## config.mk

```make
export PLATFORM = sky130hd
export DESIGN_NAME = morse_key_decoder
export DESIGN_NICKNAME = d
export VERILOG_FILES = /design/src/rtl/morse_key_decoder.sv
export SDC_FILE = /design/constraint.sdc
export NUM_CORES = 1
export LEC_CHECK = 0
export BUFFER_PORTS_ARGS = -buffer_cell sky130_fd_sc_hd__buf_2
export CORE_MARGIN = 3
export CORE_UTILIZATION = 62
export CTS_BUF_LIST = sky130_fd_sc_hd__clkbuf_2
export DETAILED_ROUTE_END_ITERATION = 10
export PLACE_DENSITY_LB_ADDON = 0.1
export SLEW_MARGIN = 20
export SYNTH_ARGS = -nofsm -noshare
export SYNTH_HDL_FRONTEND = slang
export SYNTH_SLANG_ARGS = --single-unit
```

## constraint.sdc

```tcl
create_clock -name clk -period 2.2 [get_ports clk]
set_input_delay 0.11 -clock clk [delete_from_list [all_inputs] [get_ports clk]]
set_output_delay 0.11 -clock clk [all_outputs]
set_load 0.02 [all_outputs]
```

## src/rtl/morse_key_decoder.sv

```systemverilog
// morse_key_decoder: decodes a hand-keyed Morse push-button into one letter.
// The raw key is synchronized, debounced, and then timed in 5 Hz units. Each
// press becomes a dot or a dash, and a long release closes the letter. The
// output encoding can be replayed through the Morse buzzer driver unchanged.
//
// Ports:
//   clk          in   system clock (1 MHz)
//   rst          in   synchronous, active-high reset
//   clk_5hz      in   5 Hz unit clock (level); rising edge gives a one-cycle tick
//   key_in       in   raw asynchronous key, 1 = pressed
//   key_active   out  debounced key state
//   morse_code   out  last decoded letter, first symbol at bit 4, 1 = dash
//   morse_len    out  symbol count of last letter, 1..5
//   letter_valid out  one-cycle pulse when morse_code/morse_len update
//   letter_err   out  one-cycle pulse when a letter of more than 5 symbols is dropped
module morse_key_decoder #(
  parameter int unsigned DEBOUNCE_CYCLES  = 20000,
  parameter int unsigned DASH_UNITS       = 2,
  parameter int unsigned LETTER_GAP_UNITS = 3
) (
  input  logic       clk,
  input  logic       rst,
  input  logic       clk_5hz,
  input  logic       key_in,
  output logic       key_active,
  output logic [4:0] morse_code,
  output logic [2:0] morse_len,
  output logic       letter_valid,
  output logic       letter_err
);

  localparam int unsigned DB_W     = (DEBOUNCE_CYCLES > 2) ? $clog2(DEBOUNCE_CYCLES) : 1;
  localparam int unsigned CNT_W    = 4;
  localparam int unsigned GAP_W    = CNT_W + 1;
  localparam int unsigned CODE_W   = 5;
  localparam int unsigned LEN_W    = 3;
  localparam int unsigned MAX_SYMS = 5;

  localparam logic [DB_W-1:0]  DB_LAST  = DB_W'(DEBOUNCE_CYCLES - 1);
  localparam logic [CNT_W-1:0] CNT_MAX  = '1;
  localparam logic [CNT_W-1:0] DASH_MIN = CNT_W'(DASH_UNITS);
  localparam logic [GAP_W-1:0] GAP_END  = GAP_W'(LETTER_GAP_UNITS);
  localparam logic [LEN_W-1:0] SYM_MAX  = LEN_W'(MAX_SYMS);
  localparam logic [LEN_W-1:0] TOP_BIT  = LEN_W'(MAX_SYMS - 1);

  typedef enum logic [1:0] {
    IDLE    = 2'd0,
    PRESS   = 2'd1,
    RELEASE = 2'd2,
    EMIT    = 2'd3
  } state_e;

  // Input conditioning registers
  logic            sync1_q, sync2_q;
  logic            key_db_q;
  logic [DB_W-1:0] db_cnt_q;
  logic            clk_5hz_prev_q;
  logic            tick;

  // FSM and letter assembly registers
  state_e              state_q, state_d;
  logic [CNT_W-1:0]    press_q, press_d;
  logic [CNT_W-1:0]    gap_q, gap_d;
  logic [CODE_W-1:0]   shift_q, shift_d;
  logic [LEN_W-1:0]    sym_q, sym_d;
  logic                ovf_q, ovf_d;
  logic [CODE_W-1:0]   code_q, code_d;
  logic [LEN_W-1:0]    len_q, len_d;
  logic                valid_q, valid_d;
  logic                err_q, err_d;

  assign tick = clk_5hz & ~clk_5hz_prev_q;

  // Synchronizer, debounce and unit-clock edge detect
  always_ff @(posedge clk) begin
    if (rst) begin
      sync1_q        <= 1'b0;
      sync2_q        <= 1'b0;
      key_db_q       <= 1'b0;
      db_cnt_q       <= '0;
      clk_5hz_prev_q <= 1'b0;
    end else begin
      sync1_q        <= key_in;
      sync2_q        <= sync1_q;
      clk_5hz_prev_q <= clk_5hz;
      if (sync2_q == key_db_q) begin
        db_cnt_q <= '0;
      end else if (db_cnt_q == DB_LAST) begin
        key_db_q <= sync2_q;
        db_cnt_q <= '0;
      end else begin
        db_cnt_q <= db_cnt_q + DB_W'(1);
      end
    end
  end

  // FSM state and datapath registers
  always_ff @(posedge clk) begin
    if (rst) begin
      state_q <= IDLE;
      press_q <= '0;
      gap_q   <= '0;
      shift_q <= '0;
      sym_q   <= '0;
      ovf_q   <= 1'b0;
      code_q  <= '0;
      len_q   <= '0;
      valid_q <= 1'b0;
      err_q   <= 1'b0;
    end else begin
      state_q <= state_d;
      press_q <= press_d;
      gap_q   <= gap_d;
      shift_q <= shift_d;
      sym_q   <= sym_d;
      ovf_q   <= ovf_d;
      code_q  <= code_d;
      len_q   <= len_d;
      valid_q <= valid_d;
      err_q   <= err_d;
    end
  end

  // Next-state logic. The letter outputs are loaded on the transition into
  // EMIT so the registered pulse is visible during the EMIT cycle itself,
  // one clock after the tick that closes the gap.
  always_comb begin
    state_d = state_q;
    press_d = press_q;
    gap_d   = gap_q;
    shift_d = shift_q;
    sym_d   = sym_q;
    ovf_d   = ovf_q;
    code_d  = code_q;
    len_d   = len_q;
    valid_d = 1'b0;
    err_d   = 1'b0;

    unique case (state_q)
      IDLE: begin
        if (key_db_q) begin
          state_d = PRESS;
          press_d = '0;
          shift_d = '0;
          sym_d   = '0;
          ovf_d   = 1'b0;
        end
      end

      PRESS: begin
        if (!key_db_q) begin
          // Fall wins over a coincident tick: the tick is not counted.
          state_d = RELEASE;
          gap_d   = '0;
          if (sym_q < SYM_MAX) begin
            shift_d[TOP_BIT - sym_q] = (press_q >= DASH_MIN);
            sym_d                    = sym_q + LEN_W'(1);
          end else begin
            ovf_d = 1'b1;
          end
        end else if (tick && (press_q != CNT_MAX)) begin
          press_d = press_q + CNT_W'(1);
        end
      end

      RELEASE: begin
        if (key_db_q) begin
          state_d = PRESS;
          press_d = '0;
        end else if (tick) begin
          if ((GAP_W'(gap_q) + GAP_W'(1)) == GAP_END) begin
            state_d = EMIT;
            if (!ovf_q) begin
              code_d  = shift_q;
              len_d   = sym_q;
              valid_d = 1'b1;
            end else begin
              err_d = 1'b1;
            end
          end else if (gap_q != CNT_MAX) begin
            gap_d = gap_q + CNT_W'(1);
          end
        end
      end

      EMIT: begin
        // A key press arriving now is still level-held and is taken in IDLE.
        state_d = IDLE;
      end

      default: state_d = IDLE;
    endcase
  end

  assign key_active   = key_db_q;
  assign morse_code   = code_q;
  assign morse_len    = len_q;
  assign letter_valid = valid_q;
  assign letter_err   = err_q;

endmodule

```

Word level (Yosys, flattened, before mapping)

Index checks and enable logic that the tools add are counted.

Add/subtract/negate cells: 6
Multipliers: 0
Divide/modulo/power cells: 0
Magnitude comparators: 4
Equality and inequality tests: 21
Shifts and indexed selects: 0
Mux-type cells: 33
Bitwise gates (word level): 8
Reduce and logical (&&, ||, !) cells: 16

Operators with widths:

| operator                                                               | count |
|---|---|
| 4-bit two-way mux                                                      | 8 |
| 2-bit inequality test (second input constant)                          | 10 |
| 4-bit case mux with 2 select lines                                     | 2 |
| 4-bit AND reduction                                                    | 4 |
| 15-bit by 1-bit adder with 15-bit output (second input constant)       | 1 |
| 15-bit equality test (second input constant)                           | 1 |
| 5-bit two-way mux                                                      | 3 |
| 2-bit two-way mux                                                      | 5 |
| 5-bit case mux with 2 select lines                                     | 1 |
| 3-bit two-way mux                                                      | 3 |
| 4-bit by 1-bit adder with 4-bit output (second input constant)         | 2 |
| 4-bit inequality test (second input constant)                          | 2 |
| 2-bit case mux with 4 select lines                                     | 1 |
| 1-bit inverter                                                         | 7 |
| 1-bit two-way mux                                                      | 6 |
| 3-bit inequality test (second input constant)                          | 2 |
| 3-bit case mux with 2 select lines                                     | 1 |
| 6-bit AND reduction                                                    | 1 |
| 2-bit nonzero test                                                     | 3 |
| 4-bit by 1-bit adder with 5-bit output (second input constant)         | 1 |
| 5-bit bitwise mux                                                      | 1 |
| 5-bit by 2-bit equality test with 1-bit output (second input constant) | 1 |
| 5-bit AND reduction                                                    | 1 |
| 5-bit OR reduction                                                     | 1 |
| other kinds (18)                                                       | 20 |

Flip-flop bits (word level): 48
Bits in latches: 0
Memory bits (writable): 0
Memory bits (read-only): 0
Word-level logic and storage cells: 103
Memories kept: 0

Logic depth before layout (Yosys ltp)

Gate-level depths: netlist of the first run.

Word-level depth: 9
Mapped depth: 7
Gate-level depth less buffers: 7

Least setup slack after synthesis of the first run

Ideal clock, no wire load.

Path kind: register to register
From: register key_db_q (netlist: key_active)
To: register gap_q[0]
Setup time: 0.067 ns
Arrival time: 1.728 ns
Required time: 2.133 ns
Setup slack: 0.404 ns
Cell stages (with the launch flop): 6
Clock period less this slack: 1.796 ns
Cell sequence: dfxtp_1 > buf_6 > or3b_4 > or3b_4 > or3_1 > a21oi_2

Cells in the longest elaborated chain, start to end: 2
Elaborated cells on any way between the ends: 3
Classes of those cells: eq/ne (2); reduce/logical (1)

Ends and longest elaborated chain:

| what                                     | line | text |
|---|---|---|
| from (decl)                              | 55   | `logic key_db_q;` |
| from (signal assigned)                   | 89   | `key_db_q <= sync2_q;` |
| 2-bit inequality test (no source line)   | n/a  |  |
| 6-bit AND reduction (no source line) (*) | n/a  |  |
| to (signal assigned)                     | 113  | `gap_q <= gap_d;` |
| to (decl)                                | 63   | `logic [CNT_W-1:0] gap_q, gap_d;` |

Every way passes the cells marked *; elsewhere a longest branch is shown, timed or not.
A chain may end at the register's enable or synchronous reset.

Worst setup path after layout of the first run

From: register state_q[1]
To: register gap_q[2]

Cells in the longest elaborated chain, start to end: 3
Elaborated cells on any way between the ends: 10
Classes of those cells: eq/ne (7); mux (1); reduce/logical (2)

Ends and longest elaborated chain:

| what                                                                                  | line | text |
|---|---|---|
| from (decl)                                                                           | 61   | `state_e state_q, state_d;` |
| from (signal assigned)                                                                | 111  | `state_q <= state_d;` |
| 2-bit equality test or 2-bit by 1-bit equality test with 1-bit output (tied branches) | 139  | `unique case (state_q)` |
| 2-bit inequality test (no source line) or 2-bit nonzero test (tied branches)          | n/a  |  |
| 6-bit AND reduction (no source line)                                                  | n/a  |  |

Parallel ways exist; a longest one is shown, timed or not.

==> results of run 1 <==
==> timing repair <==
action | 4_1_cts | 5_1_grt
gates resized for setup | 0 | 0
hold endpoints to repair | 2 | 0
hold buffers | 2 | 0
==> cell type report <==
type	instances	area (um^2)	area share, %
multi-input combinational	185	1174	48.93
sequential	48	960.9	40.06
clock buffer	5	25.02	1.043
tap	46	57.56	2.400
inverter	7	26.28	1.095
clock inverter	3	42.54	1.774
timing repair buffer	19	112.6	4.695
==> registers in the layout (all words and copies together) (netlist names), 2 cells and up <==
signal      count
db_cnt_q       15
sym_q           3
morse_len       3
shift_q         5
press_q         4
morse_code      5
gap_q           4
state_q         2
==> worst reg2reg max path: stages, from the launching register on <==
cell,delay (ns)
dfxtp_1,0.61
nand2b_1,0.23
nor3b_1,0.44
a221o_1,0.33
mux2i_1,0.21
a21oi_1,0.08
==> per-stage QoR <==
stage / hold WS, ns / cells
detailed placement: 0.3480 / 303
CTS: 0.1336 / 313
floorplan: 0.2382 / 250
global placement: 0.3251 / 303
global route: 0.1472 / 313
finish: 0.1526 / 313
==> logic make-up after synthesis <==
group / count (synthesis) / synth area share, %
multiplexers: 10 / 4.530
AO/OA/AOI/OAI: 33 / 10.14
adder cells (fa/ha/maj): 7 / 3.964
buffers and inverters: 17 / 3.397
XOR/XNOR: 19 / 7.531
flip-flops: 48 / 43.49
AND/OR/NAND/NOR: 116 / 26.95
==> path summary, 6_finish.rpt <==
path / endpoint / slack, ns / cells after the start
max: gap_q[2] / 0.20 / 5
min: state_q[0] / 0.15 / 2
min reg2reg: sync2_q / 0.46 / 1
max reg2reg: gap_q[2] / 0.20 / 5
==> power by group <==
group / internal (uW) / leakage, uW / total (uW) / switching, uW
Sequential: 875 / 0.000387 / 877 / 1.70
Combinational: 9.48 / 0.000569 / 27.1 / 17.6
Clock: 190 / 0.0000390 / 467 / 277
==> metal layers <==
layer | part of all wire, % | vias to the layer above | GRT usage, %
met4 | 1.3 | 0 | 6.995
met2 | 46 | 44 | 33.29
met1 | 47 | 787 | 27.13
met5 | 0 | - | 0
li1 | - | 901 | -
met3 | 5.5 | 7 | 4.786
==> placed cells by master (no fill, tap or decap), types with 4 or more instances in the layout <==
master     n
dfxtp_1   48
nor2_1    38
nand2_1   18
xor2_1    16
buf_2     14
a21oi_1   10
nand3_1   10
mux2i_1   10
inv_1      7
nor3_1     7
nor2b_1    7
nand4_1    7
ha_1       7
nand2b_1   6
a32oi_1    5
clkbuf_2   5
and3_1     4
==> results.tsv, run 1 <==
metric	value	unit
Worst setup SP type	flip-flop	
HP Class	in -> reg	
Post-synth top cells	dfxtp_1, nor2_1, nand2_1	
Num Clock Sinks	48	
Worst-Skew Late Latency	0.41	ns
Setup Skew	0.01048	ns
fin util	70.76	%
Fill cells	268	
Least-Margin Pin Slew	0.6328	ns
global-route wire length before repair	7010	um
number of CTS-inserted buffers	5	
async set or reset register ratio after synthesis	0	%
synthesized area	2210	um^2
row count	21	
largest net degree at the start of global routing	33	
register area share after synthesis	43.49	%
antenna cells	0	
remaining routing DRC violations	0	
DIE HEIGHT	65.70	um
die footprint	4316	um^2
reg2reg start	state_q[1]	
CP max FO	13	
Critical Path Source	state_q[1]	
Tmin final	1.999	ns
vias in the first global route	1555	
Max-cap violations	0	
cell area power density	571.6	nW/um^2
root buffer cell	clkbuf_2	
CP peak stage delay	0.61	ns
antenna violations before repair	0	
leakage	0.0009955	uW
Total Power	1371	uW
CP Buf/Inv Count	0	
Final #Nets	277	
slowest CP cell	dfxtp_1	
Bufs on Longest Clock Path	2	
starting DRC count in detailed routing	102	
clock slew at reported path FFs	0.23	ns
Max IR drop VDD	0.3911	mV
Vias	1739	
Synth area leaders	dfxtp_1, nor2_1, xor2_1, mux2i_1, ha_1	
area leader, netlist	dfxtp_1	
status	finished clean	
Crit path max-delay family	simple AND/OR/NAND/NOR gates	
Die W	65.70	um
Slew Viols, Final	0	
io pins	15	
Synth Flop Type	dfxtp_1	
Setup TNS Final	0	ns
WP data arrival	2.31	ns
ratio of cells with drive above 1 in the final layout	11.24	%
Starting Density	65.19	%
most common cell in the netlist	dfxtp_1	
Post-Syn Area per Cell	8.838	um^2
Setup Buffers After CTS	0	
syn nets	261	
Max-slew headroom	57.26	%
Mapped Cells	250	
total track usage	20.70	%
maximum clock rate	500.2	MHz
share of the synthesized area in the top cell type	43.49	%
Hold Path Origin	rst	
post-route setup slack	0.2009	ns
EDFF count, synth	0	
WP data required	2.52	ns
Post-DP HPWL	2709	um
worst path cell trace	nand2b_1 > nor3b_1 > a221o_1 > mux2i_1 > a21oi_1	
GRT overflow	0	
CP Capture Type	flip-flop	
dpl ws	0.2803	ns
Fin. Hold Viols	0	
detailed-route wire length	3952	um
gpl congestion	0.8292	
core area	3390	um^2
CTS tree	built	
final setup vio count	0	
post-route design area	2399	um^2
Yosys cell types	45	
Tcrit/Tclk final	90.87	%
drt first pass iters	5	
YS warnings	0	
Setup CP Type	reg -> reg	
Area Growth Syn to Fin	8.550	%
Seq cells post-synth	48	
Cell Area, Placed	2311	um^2
port bufs	14	
H-tree level count	2	
Routed Antenna Nets	0	
RSZ-0062 raised after global routing	false	
average wire per standard cell	12.63	um
mean number of vias per cell	5.556	
Note: power is estimated with default switching activity, not from simulation.
==> run 2, diff against run 1 <==
--- a/config.mk
+++ b/config.mk
@@ -6,8 +6,10 @@
 export NUM_CORES = 1
 export LEC_CHECK = 0
 export BUFFER_PORTS_ARGS = -buffer_cell sky130_fd_sc_hd__buf_2
+export CELL_PAD_IN_SITES_DETAIL_PLACEMENT = 0
+export CELL_PAD_IN_SITES_GLOBAL_PLACEMENT = 1
 export CORE_MARGIN = 3
-export CORE_UTILIZATION = 62
+export CORE_UTILIZATION = 47
 export CTS_BUF_LIST = sky130_fd_sc_hd__clkbuf_2
 export DETAILED_ROUTE_END_ITERATION = 10
 export PLACE_DENSITY_LB_ADDON = 0.1
==> run 2 against run 1 <==
Net effect: global-route usage fell by 4.5 points; die area rose by 29%; sequential power about the same; clock skew grew 0.011 ns.
==> results.tsv, run 2 (synthesized netlist as in run 1, its figures left out) <==
metric	value	unit	change
status	finished clean		unchanged
max FFs per register	15		unchanged
Setup Skew	0.02111	ns	was 0.01048 ns
cell area power density	649.8	nW/um^2	was 571.6 nW/um^2
port bufs	14		unchanged
H-tree level count	2		unchanged
DIE HEIGHT	74.57	um	was 65.70 um
Post-DP HPWL	2867	um	was 2709 um
Max-slew headroom	62.99	%	was 57.26%
Largest Register	db_cnt_q		unchanged
clock slew at reported path FFs	0.24	ns	was 0.23 ns
Max-cap violations	0		unchanged
Bufs on Longest Clock Path	2		unchanged
Setup Buffers After CTS	0		unchanged
Die W	74.57	um	was 65.70 um
Post-CTS Hold Fix Bufs	2		unchanged
CP Capture Type	flip-flop		unchanged
HP Class	in -> reg		unchanged
fin util	55.77	%	was 70.76%
antenna violations before repair	0		unchanged
Final #Nets	280		was 277
DP Cell Count	311		was 303
commonest non-fill, non-tap cell in the layout	dfxtp_1		unchanged
final setup vio count	0		unchanged
post-route design area	2479	um^2	was 2399 um^2
Max IR drop VDD	0.3913	mV	was 0.3911 mV
leakage	0.001034	uW	was 0.0009955 uW
Least-Margin Pin Slew	0.5479	ns	was 0.6328 ns
mean number of vias per cell	5.342		was 5.556
number of CTS-inserted buffers	5		unchanged
global-route wire length before repair	6941	um	was 7010 um
remaining routing DRC violations	0		unchanged
starting DRC count in detailed routing	70		was 102
Vias	1720		was 1739
Starting Density	49.72	%	was 65.19%
die footprint	5560	um^2	was 4316 um^2
row count	24		was 21
CTS tree	built		unchanged
Worst-Skew Late Latency	0.43	ns	was 0.41 ns
Worst setup SP type	flip-flop		unchanged
maximum clock rate	523.5	MHz	was 500.2 MHz
io pins	15		unchanged
RSZ-0062 raised after global routing	false		unchanged
Tmin final	1.910	ns	was 1.999 ns
vias in the first global route	1535		was 1555
Hold WS	0.4179	ns	was 0.1526 ns
Setup CP Type	reg -> reg		unchanged
Num Clock Sinks	48		unchanged
cts repair resizes	0		unchanged
Non-Filler Instances	322		was 313
ratio of cells with drive above 1 in the final layout	11.85	%	was 11.24%
core area	4444	um^2	was 3390 um^2
Setup TNS Final	0	ns	unchanged
WP data arrival	2.26	ns	was 2.31 ns
register area	960.9	um^2	unchanged
Routed Antenna Nets	0		unchanged
GRT overflow	0		unchanged
Fin. Hold Viols	0		unchanged
total track usage	16.24	%	was 20.70%
root buffer cell	clkbuf_2		unchanged
WP data required	2.55	ns	was 2.52 ns
largest net degree at the start of global routing	18		was 33
Tcrit/Tclk final	86.83	%	was 90.87%
Area Growth Syn to Fin	12.17	%	was 8.550%
average wire per standard cell	12.76	um	was 12.63 um
Slew Viols, Final	0		unchanged
gpl congestion	0.7430		was 0.8292
Cell Area, Placed	2333	um^2	was 2311 um^2
Multi-input gate area	1174	um^2	unchanged
CP max FO	9		was 13
drt first pass iters	4		was 5
most frequent cells in the layout	dfxtp_1, nor2_1, nand2_1		unchanged
detailed-route wire length	4108	um	was 3952 um
Fill cells	434		was 268
antenna cells	0		unchanged
-- run 2: cell count changes in the layout (fill, tap and decap cells not counted), sizes merged --
| cell | delta |
|---|---|
| buf | +2 |
| clkinv | -1 |
| clkinvlp | -1 |
| bufinv | +2 |
| dlygate4sd3 | +1 |
-- run 2: final timing paths --
check / start / to / slack (ns) / cells past startpoint
worst max-delay path: sym_q[0] / shift_q[2] / 0.29 / 7
worst min-delay path: key_in / sync1_q / 0.42 / 3
worst max register to register: sym_q[0] / shift_q[2] / 0.29 / 7
worst min register to register: sync1_q / sync2_q / 0.47 / 1
-- run 2: area by class of cell --
cell class	instances	share of cell area [%]
inverter	7	1.060
timing repair buffer	22	5.553
multi-input combinational	185	47.35
clock buffer	5	1.010
tap	52	2.625
sequential	48	38.77
clock inverter	3	3.635
-- run 2: power breakdown --
group | internal (uW) | total, uW | switching [uW]
registers | 875 | 877 | 1.68
logic | 11.8 | 30.7 | 18.9
clock network | 419 | 703 | 284
-- run 2: routing by layer --
layer | share of wire (%) | track usage, % | up-vias
met5 | 0 | 0 | -
met4 | 1.5 | 7.115 | 0
met3 | 2.8 | 3.378 | 7
met2 | 45 | 26.05 | 18
met1 | 51 | 21.04 | 789
li1 | - | - | 906
-- run 2: stage by stage --
step                      total power, uW  worst slack (ns)
after floorplan                     910.8            0.4041
after global placement              920.5            0.4199
after detailed placement            920.8            0.3560
after CTS                            1627            0.3154
after global routing                 1676            0.1093
final                                1611            0.2896
-- run 2: worst max-delay path, stage by stage, from the launching register on --
cell      delay, ns
dfxtp_1        0.44
inv_1          0.13
ha_1           0.20
nor4bb_1       0.23
o21bai_1       0.11
o22ai_1        0.35
and2_1         0.26
a31oi_1        0.10
